### src/rtl/led_pattern_pkg.sv
// led_pattern_pkg: mode encodings and counts shared by the LED pattern engine
package led_pattern_pkg;
  localparam logic [1:0] MODE_BOUNCE = 2'd0;
  localparam logic [1:0] MODE_ROTATE = 2'd1;
  localparam logic [1:0] MODE_FILL   = 2'd2;
  localparam logic [1:0] MODE_BLINK  = 2'd3;
  localparam int NUM_MODES  = 4;
  localparam int NUM_SPEEDS = 4;
endpackage

### src/rtl/step_timer.sv
// step_timer: speed-selected step period counter with pause hold and clear
module step_timer #(
  parameter int BASE_CYCLES = 10
) (
  input  logic       clk,
  input  logic       rst,
  input  logic [1:0] speed,
  input  logic       hold,
  input  logic       clear,
  output logic       step_en
);
  localparam int CW  = $clog2(4 * BASE_CYCLES);
  localparam int CW1 = CW + 1;
  logic [CW-1:0] cnt;
  logic [CW:0] last;
  always_comb begin
    last = speed == 2'd0 ? CW1'(BASE_CYCLES - 1)
         : speed == 2'd1 ? CW1'(2 * BASE_CYCLES - 1)
         : speed == 2'd2 ? CW1'(3 * BASE_CYCLES - 1)
         : CW1'(4 * BASE_CYCLES - 1);
    step_en = !hold && !clear && {1'b0, cnt} == last;
  end
  always_ff @(posedge clk)
    if (rst || clear) cnt <= '0;
    else if (!hold) cnt <= step_en ? '0 : cnt + CW'(1);
endmodule

### src/rtl/led_pattern_gen.sv
// led_pattern_gen: N-wide LED pattern engine with four modes, four speeds and pause
module led_pattern_gen
  import led_pattern_pkg::*;
#(
  parameter int CLK_HZ      = 125_000_000,
  parameter int N_LEDS      = 4,
  parameter int BASE_CYCLES = CLK_HZ
) (
  input  logic              clk,
  input  logic              rst,
  input  logic              mode_pulse,
  input  logic              speed_pulse,
  input  logic              pause_pulse,
  output logic [N_LEDS-1:0] leds,
  output logic [1:0]        mode,
  output logic [1:0]        speed,
  output logic              paused,
  output logic              step_tick
);
  localparam logic [N_LEDS-1:0] ONE = N_LEDS'(1);
  logic step_en, dir, bnc_dir;
  logic [1:0] mode_nx;
  logic [N_LEDS-1:0] nxt_leds;
  step_timer #(.BASE_CYCLES(BASE_CYCLES)) u_step_timer (
    .clk,
    .rst,
    .speed,
    .hold(paused),
    .clear(mode_pulse | speed_pulse),
    .step_en
  );
  always_comb begin
    mode_nx = mode + 2'd1;
    bnc_dir = dir ? !leds[N_LEDS-1] : leds[0];
    nxt_leds = mode == MODE_BOUNCE ? (bnc_dir ? leds << 1 : leds >> 1)
             : mode == MODE_ROTATE ? {leds[N_LEDS-2:0], leds[N_LEDS-1]}
             : mode == MODE_FILL   ? (&leds ? ONE : {leds[N_LEDS-2:0], 1'b1})
             : ~leds;
  end
  always_ff @(posedge clk)
    if (rst) begin
      leds      <= ONE;
      dir       <= 1'b1;
      mode      <= MODE_BOUNCE;
      speed     <= 2'd0;
      paused    <= 1'b0;
      step_tick <= 1'b0;
    end else begin
      mode      <= mode_pulse ? mode_nx : mode;
      speed     <= speed + 2'(speed_pulse);
      paused    <= paused ^ pause_pulse;
      step_tick <= step_en;
      if (mode_pulse) begin
        leds <= mode_nx == MODE_BLINK ? '1 : ONE;
        dir  <= 1'b1;
      end else if (step_en) begin
        leds <= nxt_leds;
        dir  <= mode == MODE_BOUNCE ? bnc_dir : dir;
      end
    end
endmodule

### config.mk
export PLATFORM = sky130hd
export DESIGN_NAME = led_pattern_gen
export DESIGN_NICKNAME = d
export VERILOG_FILES = /design/src/rtl/led_pattern_pkg.sv /design/src/rtl/step_timer.sv /design/src/rtl/led_pattern_gen.sv
export SDC_FILE = /design/constraint.sdc
export NUM_CORES = 1
export LEC_CHECK = 0
export CAP_MARGIN = 10
export CORE_MARGIN = 3
export CORE_UTILIZATION = 37
export CTS_CLUSTER_DIAMETER = 100
export DETAILED_ROUTE_END_ITERATION = 12
export GPL_TIMING_DRIVEN = 0
export SLEW_MARGIN = 20
export SYNTH_ARGS = -nofsm -noshare
export SYNTH_HDL_FRONTEND = slang
export SYNTH_SLANG_ARGS = --single-unit
### constraint.sdc
create_clock -name clk -period 2.7 [get_ports clk]
set_clock_uncertainty 0.2 [all_clocks]
set_input_delay 0.27 -clock clk [delete_from_list [all_inputs] [get_ports clk]]
set_output_delay 0.27 -clock clk [all_outputs]
set_load 0.01 [all_outputs]
==> flow_summary.toml <==
[drt]
first_iter_violations = 64
wl_um = 4830
routed_via_density = 5.37
drc_errors = 0
first_pass_iters = 4
wire_per_inst_um = 13.7
route.vias.total = 1890
final_antenna_net_count = 0

[logic_synthesis]
yosysMostFrequentCell = "nor2_1"
yosys.area.top_type = "dfxtp_1"
yosys_register_bits = 40
synthArstFlopShare_pct = 0
synthDistinctLibCells = 49
syn_area_um2 = 2190
yosysSeqAreaShare_pct = 36.6
synth_top_flop_cell = "dfxtp_1"
synthCells = 257
ys_warn_count = 0
netlist.area_leader.share_pct = 36.6
synthTopCellsByArea = "dfxtp_1 37%, nor2_1 7.0%, xnor2_1 6.8%"
synth_edf_count = 0
syn-num-nets = 271
syn_area_per_cell_um2 = 8.52
synthTopCellsByCount = "41 x nor2_1, 40 x dfxtp_1, 17 x xnor2_1"

[critical_path]
arrival_ns = 2.55
critPathCaptureType = "flop"
cp_top_family = "simple AND/OR/NAND/NOR gates"
worstRegToRegCells = 8
worstSetupStartpointType = "flop"
worstReg2RegStart = "speed[1]$_SDFF_PP0_"
required_ns = 2.69
cp.buffers_inverters = 2
reg2reg_to = "leds[2]$_SDFFE_PP0P_"
crit_start = "speed[1]$_SDFF_PP0_"
path_cells = "inv_1, ha_1, nor2_1, or4b_1, a2111o_1, buf_4, or2_0, o311ai_1"
worst-path-max-fanout = 7
critical_path.max_stage_delay_ns = 0.51
reg2reg_slack_ns = 0.14
crit_slowest_cell = "or4b_1"
worstSetupPathType = "flop to flop"

[finish]
insertedDiodeCount = 0
nNetsFinal = 293
final_cells = 352
fillerInstances = 568
areaGrowthSynthToFinish_pct = 14.9
drive_above_1_share_pct = 6.43

[min_path]
hold_path_end = "mode[0]$_SDFFE_PP0P_"
min_path_type = "primary input to flop"
hold_path_depth = 3
hp-start = "mode_pulse"

[run]
max_cap_violations = 0

[cts]
tritoncts = "done"
cts_sinks = 40
cts-htree-levels = 2
clock_latency_ns = 0.29
clk_pin_slew_ns = 0.07
cts_buffers = 5
cts_root_buf = "clkbuf_8"
cts_buffer_depth = 2

[power]
vdd_drop_max_uv = 167
powerDensity_nw_per_um2 = 454
p_leak_nw = 0.791

[global_routing]
grt_pass1_vias = 1852
grt_pass1_wl_um = 8490
grt_overflow_total = 0
grt_max_degree = 12
antenna_found_initial = 0
grt.total_usage_pct = 14.8

[die]
dieWidth_um = 82.9
initial_core_util_pct = 39.0
core_um2 = 5610
rows = 27
dieArea_um2 = 6880
ios = 15
fp.dieH_um = 82.9

[placement]
portBuffers = 13
placedCellCount = 342
place_congestion = 0.822
dpl.hpwl_um = 3550

[sta]
finalHoldViolCount = 0
holdWs_ns = 0.279
relSlewSlack_pct = 52.7
period_needed_ns = 2.56
max_freq_ghz = 0.390
period_share_pct = 94.9
setup_violations = 0
worstMarginPinSlew_ns = 0.705
final_max_slew_viol_count = 0

[run_status]
status = "finished clean"
==> layout by cell type (no fill, tap or decap), drive strengths merged, types with 4 or more instances in the layout <==
cell type and instances:
o21ai 8, ha 9, buf 6, nand3 9, nor3 8, nor2 41
nand2 13, xnor2 17, xor2 11, mux2i 6, inv 9, dfxtp 40
clkdlybuf4s50 13, nand4 13, a21oi 6, nand4b 4, or3 4, clkbuf 16
==> per-layer routing <==
layer | share of wire, % | GRT usage [%] | up-vias | routed length (µm)
met5 | 0 | 0 | - | 0
met4 | 0.54 | 3.71 | 0 | 26
met3 | 3.7 | 3.77 | 2 | 178
met2 | 45 | 25.5 | 32 | 2200
met1 | 50 | 18.4 | 889 | 2430
li1 | - | - | 967 | -
==> area by class of cell <==
type / instances / area (µm²) / share of cell area [%]
multi-input combinational: 196 / 1300 / 51.6
buffer: 12 / 57.6 / 2.29
sequential: 40 / 802 / 31.9
clock buffer: 8 / 90.1 / 3.58
tap: 72 / 90.1 / 3.58
inverter: 9 / 33.8 / 1.34
timing repair buffer: 15 / 145 / 5.77
==> power breakdown <==
part           total [mW]  internal [mW]  switching (mW)
registers           0.613          0.600          0.0131
clock network       0.401          0.208           0.193
logic               0.128         0.0616          0.0664
==> state kept, by name, indices dropped and copies added, names as in the netlist <==
name	cells
paused	1
step_tick	1
u_step_timer.cnt	29
dir	1
leds	4
speed	2
mode	2
==> metrics by stage <==
step | setup TNS (ns) | util, % | setup slack, ns | instance area (µm²) | power (mW)
floorplan | 0 | - | 0.212 | 2190 | 0.712
global placement | 0 | 43.0 | 0.0144 | 2410 | 0.754
detailed placement | -0.0658 | 43.0 | -0.0136 | 2410 | 0.755
CTS | 0 | 44.6 | 0.00798 | 2500 | 1.16
global route | -0.0105 | 44.9 | -0.0105 | 2520 | 1.21
finish | 0 | 44.9 | 0.138 | 2520 | 1.14
==> tightest hold or removal path, stage by stage <==
cell and delay [ns]:
clkbuf_1 0.21, xnor2_1 0.20, nor2_1 0.04
==> timing repair <==
item,in CTS,in global routing
pin swaps,0,2
setup buffers,0,2
gates resized for setup,1,0
hold buffers,0,0
endpoints found under the setup margin,10,33
==> cells by family after synthesis <==
kind of cell | after synthesis | synth area share (%)
AO/OA/AOI/OAI | 35 | 11.4
AND/OR/NAND/NOR | 118 | 28.7
flip-flops | 40 | 36.6
multiplexers | 6 | 2.74
adder cells (fa/ha/maj) | 9 | 5.14
XOR/XNOR | 28 | 11.2
buffers and inverters | 21 | 4.17
==> worst max path at each step <==
stage | cells past startpoint | end | slack [ns]
5_1_grt | 8 | leds[2]$_SDFFE_PP0P_ | -0.01
3_3_place_gp | 8 | u_step_timer.cnt[9]$_SDFFE_PP0N_ | 0.01
2_1_floorplan | 8 | u_step_timer.cnt[11]$_SDFFE_PP0N_ | 0.21
4_1_cts | 9 | u_step_timer.cnt[5]$_SDFFE_PP0N_ | 0.008
3_5_place_dp | 8 | u_step_timer.cnt[5]$_SDFFE_PP0N_ | -0.01
6_report | 8 | leds[2]$_SDFFE_PP0P_ | 0.14
Note: power is estimated with default switching activity, not from simulation.
